### src/rtl/fifo_pkg.sv
// Shared helpers for the dual-clock FIFO pointer logic: Gray/binary conversion
// and the flag bundle used by the read- and write-side flag generators.
package fifo_pkg;

    // Widest pointer the helpers support; callers cast to their own SIZE.
    localparam int PTR_MAX_W = 32;

    typedef logic [PTR_MAX_W-1:0] ptr_t;

    typedef struct packed {
        logic empty;
        logic almost_empty;
    } rd_flags_t;

    localparam rd_flags_t RD_FLAGS_RESET = '{empty: 1'b1, almost_empty: 1'b1};

    function automatic ptr_t bin2gray(input ptr_t bin);
        return bin ^ (bin >> 1);
    endfunction

    // Each binary bit is the XOR of all Gray bits at or above it.
    function automatic ptr_t gray2bin(input ptr_t gray);
        ptr_t bin;
        bin = gray;
        for (int i = 1; i < PTR_MAX_W; i++) begin
            bin = bin ^ (gray >> i);
        end
        return bin;
    endfunction

endpackage

### src/rtl/gray_sync.sv
// Two-flop synchronizer for a Gray-coded pointer crossing into the local clock
// domain. Nothing sits between the stages so only one bit can be in flight.
import fifo_pkg::*;

module gray_sync #(
    parameter int SIZE = 4
) (
    input  logic            clk,
    input  logic            rst,
    input  logic [SIZE-1:0] async_gray,
    output logic [SIZE-1:0] sync_gray
);

    logic [SIZE-1:0] stage1_d;
    logic [SIZE-1:0] stage1_q;
    logic [SIZE-1:0] stage2_d;
    logic [SIZE-1:0] stage2_q;

    // Straight pass-through into each stage.
    always_comb begin
        stage1_d = async_gray;
        stage2_d = stage1_q;
    end

    // Synchronizer flops; reset discards anything in flight.
    always_ff @(posedge clk or posedge rst) begin
        if (rst) begin
            stage1_q <= {SIZE{1'b0}};
            stage2_q <= {SIZE{1'b0}};
        end else begin
            stage1_q <= stage1_d;
            stage2_q <= stage2_d;
        end
    end

    assign sync_gray = stage2_q;

endmodule

### src/rtl/empty_gen.sv
// Read-side pointer and flag generator for the dual-clock FIFO: owns the read
// pointer, synchronizes the write pointer, and registers empty/almost-empty/fill.
import fifo_pkg::*;

module empty_gen #(
    parameter int SIZE                   = 4,
    parameter int ALMOST_EMPTY_THRESHOLD = 2
) (
    input  logic            read_clock,
    input  logic            reset,
    input  logic            valid_read,
    input  logic [SIZE-1:0] write_gray_pointer,
    output logic [SIZE-1:0] read_count,
    output logic [SIZE-1:0] read_gray,
    output logic            empty_flag,
    output logic            almost_empty_flag,
    output logic [SIZE-1:0] fill_level
);

    localparam logic [SIZE-1:0] AE_THRESH = SIZE'(ALMOST_EMPTY_THRESHOLD);
    localparam logic [SIZE-1:0] PTR_ONE   = {{(SIZE-1){1'b0}}, 1'b1};

    logic [SIZE-1:0] wsync_gray_s;
    logic [SIZE-1:0] wsync_bin_s;
    logic            read_accept_s;

    logic [SIZE-1:0] read_count_d;
    logic [SIZE-1:0] read_count_q;
    logic [SIZE-1:0] read_gray_d;
    logic [SIZE-1:0] read_gray_q;
    logic [SIZE-1:0] fill_level_d;
    logic [SIZE-1:0] fill_level_q;
    rd_flags_t       flags_d;
    rd_flags_t       flags_q;

    gray_sync #(
        .SIZE (SIZE)
    ) u_wptr_sync (
        .clk        (read_clock),
        .rst        (reset),
        .async_gray (write_gray_pointer),
        .sync_gray  (wsync_gray_s)
    );

    // Next read pointer, its Gray copy, and flags derived from the next pointer
    // so the last read raises empty on the same edge it is accepted.
    always_comb begin
        read_accept_s = valid_read & ~flags_q.empty;
        wsync_bin_s   = SIZE'(gray2bin(ptr_t'(wsync_gray_s)));

        if (read_accept_s) begin
            read_count_d = read_count_q + PTR_ONE;
        end else begin
            read_count_d = read_count_q;
        end

        read_gray_d  = SIZE'(bin2gray(ptr_t'(read_count_d)));
        fill_level_d = wsync_bin_s - read_count_d;

        flags_d.empty        = (read_gray_d == wsync_gray_s);
        flags_d.almost_empty = (fill_level_d <= AE_THRESH);
    end

    // Read-side state; every output loads its next value on each edge.
    always_ff @(posedge read_clock or posedge reset) begin
        if (reset) begin
            read_count_q <= {SIZE{1'b0}};
            read_gray_q  <= {SIZE{1'b0}};
            fill_level_q <= {SIZE{1'b0}};
            flags_q      <= RD_FLAGS_RESET;
        end else begin
            read_count_q <= read_count_d;
            read_gray_q  <= read_gray_d;
            fill_level_q <= fill_level_d;
            flags_q      <= flags_d;
        end
    end

    assign read_count        = read_count_q;
    assign read_gray         = read_gray_q;
    assign fill_level        = fill_level_q;
    assign empty_flag        = flags_q.empty;
    assign almost_empty_flag = flags_q.almost_empty;

endmodule

### config.mk
export PLATFORM = sky130hd
export DESIGN_NAME = empty_gen
export DESIGN_NICKNAME = d
export VERILOG_FILES = /design/src/rtl/fifo_pkg.sv /design/src/rtl/gray_sync.sv /design/src/rtl/empty_gen.sv
export SDC_FILE = /design/constraint.sdc
export NUM_CORES = 1
export LEC_CHECK = 0
export ABC_AREA = 1
export BUFFER_PORTS_ARGS = -buffer_cell sky130_fd_sc_hd__clkbuf_2
export CAP_MARGIN = 20
export CORE_ASPECT_RATIO = 0.9
export CORE_MARGIN = 2
export CORE_UTILIZATION = 29
export DETAILED_ROUTE_END_ITERATION = 10
export PLACE_DENSITY = 0.51
export SLEW_MARGIN = 20
export SYNTH_ARGS = -nofsm -noshare
export SYNTH_HDL_FRONTEND = slang
export SYNTH_SLANG_ARGS = --single-unit
export TNS_END_PERCENT = 50
### constraint.sdc
create_clock -name read_clock -period 5.9 [get_ports read_clock]
set_clock_uncertainty 0.2 [all_clocks]
set_input_delay 0.59 -clock read_clock [delete_from_list [all_inputs] [get_ports read_clock]]
set_output_delay 0.59 -clock read_clock [all_outputs]
set_load 0.02 [all_outputs]
==> key figures, run 1 <==
Outcome
  – Status: finished, final reports clean

Logic synthesis
  – Post-Synth Simple-Gate Area: 0.290
  – Cells after synthesis: 108
  – Fraction of the mapped netlist area in adder cells: 0.0591
  – Syn_nets: 119
  – Most area-consuming cells after synthesis: dfrtp_1 49%, nand2_1 14%, nand3_1 6.7%
  – FFs w/ async S/R, synth: 1.00
  – Largest area contributor in the netlist: dfrtp_1
  – Post-synthesis mux area share: 0
  – Synth warn: 0
  – Syn avg cell area: 9.02 um^2
  – Top_reg_cell synth: dfrtp_1
  – Post-Synth XOR/XNOR Area: 0.0270
  – Post-synth EDFFs: 0
  – Main combinational cell family by area after synthesis: simple AND/OR/NAND/NOR gates
  – Compound-Gate Fraction of Synth Area: 0.0167
  – Yosys cell types: 17
  – Register area share after synthesis: 0.542
  – Synth top area share: 0.488
  – Synthesized flop and latch total: 21
  – Synthesized cell area: 975 um^2

Pwr
  – Leak pwr: 0.644 nW
  – Seq pwr share: 0.333
  – Combinational share of power: 0.526
  – Switching pwr: 0.305 mW
  – Internal power: 0.359 mW
  – Power density over cell area: 569 nW/um^2
  – Peak supply drop: 0.196 mV
  – Switching power share of the total: 0.459
  – Clock power frac: 0.141

Detailed routing
  – Starting DRT DRC Count: 35
  – DRC viols: 0
  – Post-route ant nets: 0
  – Final WL: 1.79 mm
  – DRT Pass-1 Iters: 5
  – Via count: 762
  – DR WL/cell: 10.3 um
  – Vias per inst: 4.40

Worst setup path
  – CP Max Fanout: 3
  – Crit path capture type: flip-flop
  – Critical Path AT: 2.35 ns
  – R2R Setup Slk: 3.55 ns
  – Kind of critical path: reg -> reg
  – Reg2reg start: u_wptr_sync.sync_gray[2]$_DFF_PP0_
  – Req. time, crit path: 5.90 ns
  – Worst path buffer plus inverter count: 1
  – Largest stage delay, worst path: 0.45 ns
  – Worst path cell trace: xnor2_1 > xor2_1 > xor2_1 > ha_1 > inv_1 > fa_1 > nand2_1 > nand3_1 > nor2_1
  – Worst r2r path cells: 9
  – FF-to-FF End: almost_empty_flag$_DFF_PP1_
  – Most frequent CP cell: xor2_1
  – Dominant delay contributor by cell family on the critical path: XOR/XNOR gates
  – Startpoint Class: flip-flop
  – CP max stage cell: fa_1

CTS
  – Root buffer cell: clkbuf_8
  – Post-CTS Hold Buffers: 0
  – CTS tree: done
  – TritonCTS buffer count: 3
  – Post-CTS setup buffer count: 0
  – Clk sinks: 21
  – Clock Pin Slew Worst Setup and Hold Paths: 0.08 ns
  – Clk Latency, worst-skew pair: 0.26 ns
  – H-tree Lvls: 1
  – Deepest clock path buffer count: 2
  – Post_cts resized: 0

Final layout
  – Finished layout cell area: 1170 um^2
  – Antenna diode count: 0
  – Nets: 143
  – Layout area overhead: 19.6%
  – Share of cells above drive strength 1: 0.244

Timing
  – Slew @ Worst Pin: 0.790 ns
  – Period utilization: 0.398
  – Final Critical Period: 2.35 ns
  – Slew headroom: 0.473
  – RSZ-0062 raised after global routing: no
  – Max Slew Vio Count: 0
  – Setup TNS after final layout: 0 ns
  – Final Hold Viols: 0
  – F_max: 0.426 GHz
  – Final setup viols: 0

Global routing
  – Initial antenna violation count: 0
  – Vias in the first global route: 696
  – Largest net degree at the start of global routing: 22
  – Global-route wire length before repair: 2.98 mm
  – Overflow after GRT: 0
  – GRT Total Usage: 0.105

Floorplan
  – Core Box Area: 3140 um^2
  – Core Rows: 19
  – Die height: 59 um
  – Initial Util: 0.311
  – # IOs: 21
  – Die area: 3840 um^2
  – Die width: 65.1 um

Place
  – Placed Area: 1120 um^2
  – Port bufs: 20
  – GPL Wtd Cong: 0.835
  – DP HPWL: 1.37 mm

Job
  – Max Cap Viol: 0

Hold path
  – Worst Hold Class: reg -> reg
  – Hold_sp: u_wptr_sync.stage1_q[1]$_DFF_PP0_
  – Worst hold stages: 0
  – Hold Crit Endpoint: u_wptr_sync.sync_gray[1]$_DFF_PP0_
flip-flops by register name (all words and copies together), names as in the netlist:
| name | flops |
|---|---|
| empty_flag | 1 |
| fill_level | 4 |
| read_count | 4 |
| almost_empty_flag | 1 |
| u_wptr_sync.stage1_q | 4 |
| read_gray | 3 |
| u_wptr_sync.sync_gray | 4 |
logic make-up after synthesis:
kind of cell	after synthesis
adders and majority gates	4
and+or+nand+nor	62
xor gates and xnor gates	3
DFF	21
AOI/OAI and AO/OA	2
buffers and inverters	16
cells in the mapped netlist, types with 2 or more instances:
library cell  number
nand3b_1           4
inv_1             15
nor2_1             3
nand2_2            4
ha_1               3
dfrtp_1           19
dfstp_2            2
xor2_1             2
nand3_1           13
nand2_1           36
routing by layer:
metal	GRT usage	vias to the layer above	share of wire
met5	0	-	0
met4	0.0357	0	0.013
met3	0.0399	2	0.051
met2	0.171	17	0.48
met1	0.130	360	0.46
li1	-	383	-
through the flow:
step	util	setup slack [ns]	std cells	power [mW]	hold slack, ns
finish	0.372	3.55	173	0.664	0.151
global route	0.372	3.33	173	0.732	0.160
CTS	0.372	3.53	173	0.674	0.153
detailed placement	0.357	3.56	169	0.578	0.135
global placement	0.357	3.62	169	0.571	0.131
floorplan	-	3.72	108	0.486	0.131
worst max path at each step:
stage | depth (start not counted) | from | endpoint | slack [ns]
finish | 9 | u_wptr_sync.sync_gray[2]$_DFF_PP0_ | almost_empty_flag$_DFF_PP1_ | 3.55
global placement | 10 | valid_read | almost_empty_flag$_DFF_PP1_ | 3.62
floorplan | 9 | u_wptr_sync.sync_gray[2]$_DFF_PP0_ | almost_empty_flag$_DFF_PP1_ | 3.72
CTS | 9 | u_wptr_sync.sync_gray[2]$_DFF_PP0_ | almost_empty_flag$_DFF_PP1_ | 3.53
detailed placement | 9 | u_wptr_sync.sync_gray[2]$_DFF_PP0_ | almost_empty_flag$_DFF_PP1_ | 3.56
global route | 9 | u_wptr_sync.sync_gray[2]$_DFF_PP0_ | almost_empty_flag$_DFF_PP1_ | 3.33
power by group through the flow:
stage | Combinational (mW) | Sequential [mW] | Clock, mW
2_1_floorplan | 0.209 | 0.277 | 0
3_3_place_gp | 0.348 | 0.223 | 0
3_5_place_dp | 0.352 | 0.226 | 0
4_1_cts | 0.354 | 0.223 | 0.0973
5_1_grt | 0.403 | 0.227 | 0.102
6_report | 0.349 | 0.221 | 0.0933
final cells by class:
class                   count  area (um^2)
clock buffers               3         41.3
clock inverters             1         5.00
fillers                   351         1970
inverters                  15         56.3
multi-input cells          71          383
flip-flops and latches     21          528
well taps                  42         52.6
repair buffers             20          100
layout by cell type, fill, tap and decap left out:
| cell type | instances |
|---|---|
| fa_1 | 1 |
| clkinv_2 | 1 |
| nand3b_1 | 4 |
| nand3_1 | 13 |
| nor2_1 | 3 |
| nand4_1 | 1 |
| clkbuf_8 | 3 |
| nand2_2 | 4 |
| dfstp_2 | 2 |
| xor2_1 | 2 |
| a21o_1 | 1 |
| nand2_1 | 36 |
| inv_1 | 15 |
| nand3_2 | 1 |
| dfrtp_1 | 19 |
| o21ai_2 | 1 |
| clkbuf_2 | 20 |
| ha_1 | 3 |
| xnor2_1 | 1 |
No activity file was read; power rests on OpenSTA's default activity.
==> inputs of run 2 (changes only) <==
--- a/config.mk
+++ b/config.mk
@@ -5,7 +5,7 @@
 export SDC_FILE = /design/constraint.sdc
 export NUM_CORES = 1
 export LEC_CHECK = 0
-export ABC_AREA = 1
+export ABC_AREA = 0
 export BUFFER_PORTS_ARGS = -buffer_cell sky130_fd_sc_hd__clkbuf_2
 export CAP_MARGIN = 20
 export CORE_ASPECT_RATIO = 0.9
==> constraint.sdc (replaced) <==
create_clock -name read_clock -period 2.3 [get_ports read_clock]
set_clock_uncertainty 0.2 [all_clocks]
set_input_delay 0.23 -clock read_clock [delete_from_list [all_inputs] [get_ports read_clock]]
set_output_delay 0.23 -clock read_clock [all_outputs]
set_load 0.02 [all_outputs]
==> key figures, run 2 <==
Outcome
  – Status: finished, violations left
  – Failing checks: negative setup slack

CTS
  – Root buffer cell: clkbuf_8
  – Clk Latency, worst-skew pair: 0.26 ns
  – Deepest clock path buffer count: 2
  – H-tree Lvls: 1
  – TritonCTS buffer count: 3
  – Clk sinks: 21
  – Clock Pin Slew Worst Setup and Hold Paths: 0.07 ns
  – CTS tree: done

Worst setup path
  – Kind of critical path: reg -> reg
  – Worst path buffer plus inverter count: 4
  – R2R Setup Slk: -0.21 ns
  – Dominant delay contributor by cell family on the critical path: XOR/XNOR gates
  – Largest stage delay, worst path: 0.41 ns
  – Worst path cell trace: xor2_2 > xor2_2 > xnor2_1 > ha_1 > inv_1 > fa_2 > xor2_1 > xnor2_2 > buf_4 > buf_4 > buf_4
  – CP max stage cell: dfrtp_1
  – CP Max Fanout: 3
  – Worst r2r path cells: 11
  – Most frequent CP cell: buf_4
  – Req. time, crit path: 2.26 ns
  – FF-to-FF End: fill_level[2]$_DFF_PP0_
  – WP depth: 11
  – Reg2reg start: u_wptr_sync.sync_gray[3]$_DFF_PP0_
  – Critical Path AT: 2.47 ns
  – Crit path capture type: flip-flop
  – Startpoint Class: flip-flop

Final layout
  – Most common cell after layout, fill and taps aside: clkbuf_2
  – Fillers: 350
  – Finished layout cell area: 1420 um^2
  – Final non-filler cell total: 171
  – Fin util: 0.421
  – Share of cells above drive strength 1: 0.457
  – Antenna diode count: 0
  – Register Area: 528 um^2
  – Nets: 139
  – Commonest non-fill, non-tap cells in the layout: 20 x clkbuf_2, 19 x dfrtp_1, 19 x buf_4, 6 x xnor2_1
  – Layout area overhead: 38.3%
  – Area taken by multi-input logic gates: 480 um^2

Logic synthesis
  – Syn avg cell area: 12.3 um^2
  – FFs w/ async S/R, synth: 1.00
  – Synthesized cell area: 1030 um^2
  – Top_reg_cell synth: dfrtp_1
  – Synth top area share: 0.462
  – Most frequent cells after synthesis: 19 x dfrtp_1, 7 x xnor2_1, 5 x inv_1, 5 x xor2_1, 4 x a21oi_1
  – Most area-consuming cells after synthesis: dfrtp_1 46%, xnor2_1 6.0%, dfstp_2 5.1%
  – Post-Synth XOR/XNOR Area: 0.134
  – Yosys cell types: 38
  – Synth warn: 0
  – Syn_nets: 95
  – Cell with the most instances after synthesis: dfrtp_1
  – Compound-Gate Fraction of Synth Area: 0.0887
  – Post-synthesis mux area share: 0.0279
  – Main combinational cell family by area after synthesis: XOR/XNOR gates
  – Synthesized flop and latch total: 21
  – Largest area contributor in the netlist: dfrtp_1
  – Register area share after synthesis: 0.513
  – Cells after synthesis: 84
  – Fraction of the mapped netlist area in adder cells: 0.0559
  – Post-synth EDFFs: 0
  – Post-Synth Simple-Gate Area: 0.125

Floorplan
  – Core Box Area: 3380 um^2
  – Die area: 4040 um^2
  – Initial Util: 0.305
  – Die height: 60.5 um
  – Core Rows: 20
  – # IOs: 21
  – Die width: 66.8 um

Job
  – Max Cap Viol: 0

Timing
  – Setup WS post-layout: -0.212 ns
  – Final Hold Viols: 0
  – RSZ-0062 raised after global routing: yes
  – Slew @ Worst Pin: 0.779 ns
  – Max Slew Vio Count: 0
  – Final Critical Period: 2.51 ns
  – F_max: 0.398 GHz
  – WHS: 0.145 ns
  – Period utilization: 1.09
  – Final setup viols: 3
  – Slew headroom: 0.480

Detailed routing
  – Final WL: 1.88 mm
  – Vias per inst: 4.33
  – Post-route ant nets: 0
  – DRT Pass-1 Iters: 4
  – DR WL/cell: 11.0 um
  – DRC viols: 0
  – Starting DRT DRC Count: 28
  – Via count: 740

Global routing
  – Vias in the first global route: 754
  – GR Layer Usage met3: 0.0334
  – Global-route wire length before repair: 3.22 mm
  – Layer with the highest usage: met2
  – Initial antenna violation count: 0
  – Largest net degree at the start of global routing: 22
  – Grt met2 use: 0.200
  – GRT Total Usage: 0.112
  – Overflow after GRT: 0
  – Met1 Resource Use GR: 0.123

Hold path
  – Worst Hold Class: in -> reg
  – Hold Crit Endpoint: read_count[0]$_DFF_PP0_
  – Hold_sp: valid_read
  – Worst hold stages: 3

Place
  – GPL Wtd Cong: 0.729
  – Port bufs: 20
  – Dpl cells: 160
  – Placed Area: 1300 um^2

Pwr
  – Leak pwr: 0.652 nW
  – Peak supply drop: 0.539 mV
  – Overall Power: 2.28 mW
  – Power density over cell area: 1600 nW/um^2
run 2: changes by cell type after synthesis, moves of 3 or more:
cell | previous run | this run
a21oi_1 | 0 | 4
inv_1 | 15 | 5
nand2_1 | 36 | 2
nand2_2 | 4 | 0
nand3_1 | 13 | 2
nor3b_1 | 0 | 3
xnor2_1 | 1 | 7
xor2_1 | 2 | 5
run 2: kinds of logic after synthesis:
| family | Yosys count |
|---|---|
| flip-flops | 21 |
| AND/OR/NAND/NOR | 19 |
| XOR/XNOR | 14 |
| AO/OA/AOI/OAI | 13 |
| buffers and inverters | 11 |
| adder cells (fa/ha/maj) | 4 |
| multiplexers | 2 |
run 2: worst max path at each step:
stage                                        from                     endpoint  slack, ns
2_1_floorplan  u_wptr_sync.sync_gray[2]$_DFF_PP0_  almost_empty_flag$_DFF_PP1_      -0.25
3_3_place_gp   u_wptr_sync.sync_gray[2]$_DFF_PP0_  almost_empty_flag$_DFF_PP1_      -0.22
3_5_place_dp   u_wptr_sync.sync_gray[2]$_DFF_PP0_  almost_empty_flag$_DFF_PP1_      -0.31
4_1_cts        u_wptr_sync.sync_gray[3]$_DFF_PP0_  almost_empty_flag$_DFF_PP1_      -0.26
5_1_grt        u_wptr_sync.sync_gray[3]$_DFF_PP0_      fill_level[2]$_DFF_PP0_      -0.35
6_report       u_wptr_sync.sync_gray[3]$_DFF_PP0_      fill_level[2]$_DFF_PP0_      -0.21
run 2: worst register-to-register path, delay by kind of cell (launching register included):
kind / cells / cell delay, ns
xor gates and xnor gates: 5 / 0.88
adders and majority gates: 2 / 0.50
buffers and inverters: 4 / 0.44
DFF: 1 / 0.41
run 2: cell type report:
| class | count | area share |
|---|---|---|
| Inverter | 6 | 0.0158 |
| Timing Repair Buffer | 44 | 0.206 |
| Clock buffer | 4 | 0.0316 |
| Sequential cell | 21 | 0.371 |
| Tap cell | 44 | 0.0387 |
| Multi-Input combinational cell | 52 | 0.337 |
run 2: power by group:
group	total [mW]	switching, mW	internal (mW)	leakage [nW]
registers	0.591	0.0771	0.514	0.242
logic	1.45	0.705	0.745	0.387
clock network	0.240	0.117	0.123	0.0228
total	2.28	0.899	1.38	0.652
run 2: timing repair:
| item | in CTS | in global routing |
|---|---|---|
| setup endpoints to repair | 3 | 3 |
| endpoints found under the hold margin | 23 | 0 |
| buffers inserted | 2 | 0 |
| hold buffers | 5 | 0 |
| gates cloned | 0 | 0 |
| gates resized for setup | 1 | 2 |
| pin swaps | 5 | 1 |
run 2: per-stage QoR:
stage	setup slack (ns)	TNS, ns
final	-0.212	-0.437
after floorplan	-0.252	-0.311
after CTS	-0.261	-0.541
after global placement	-0.221	-0.245
after detailed placement	-0.312	-0.447
after global routing	-0.350	-0.871
run 2: metal layers:
metal | wire (um) | vias up
li1 | - | 362
met1 | 795 | 356
met2 | 957 | 18
met3 | 92 | 4
met4 | 36 | 0
met5 | 0 | -
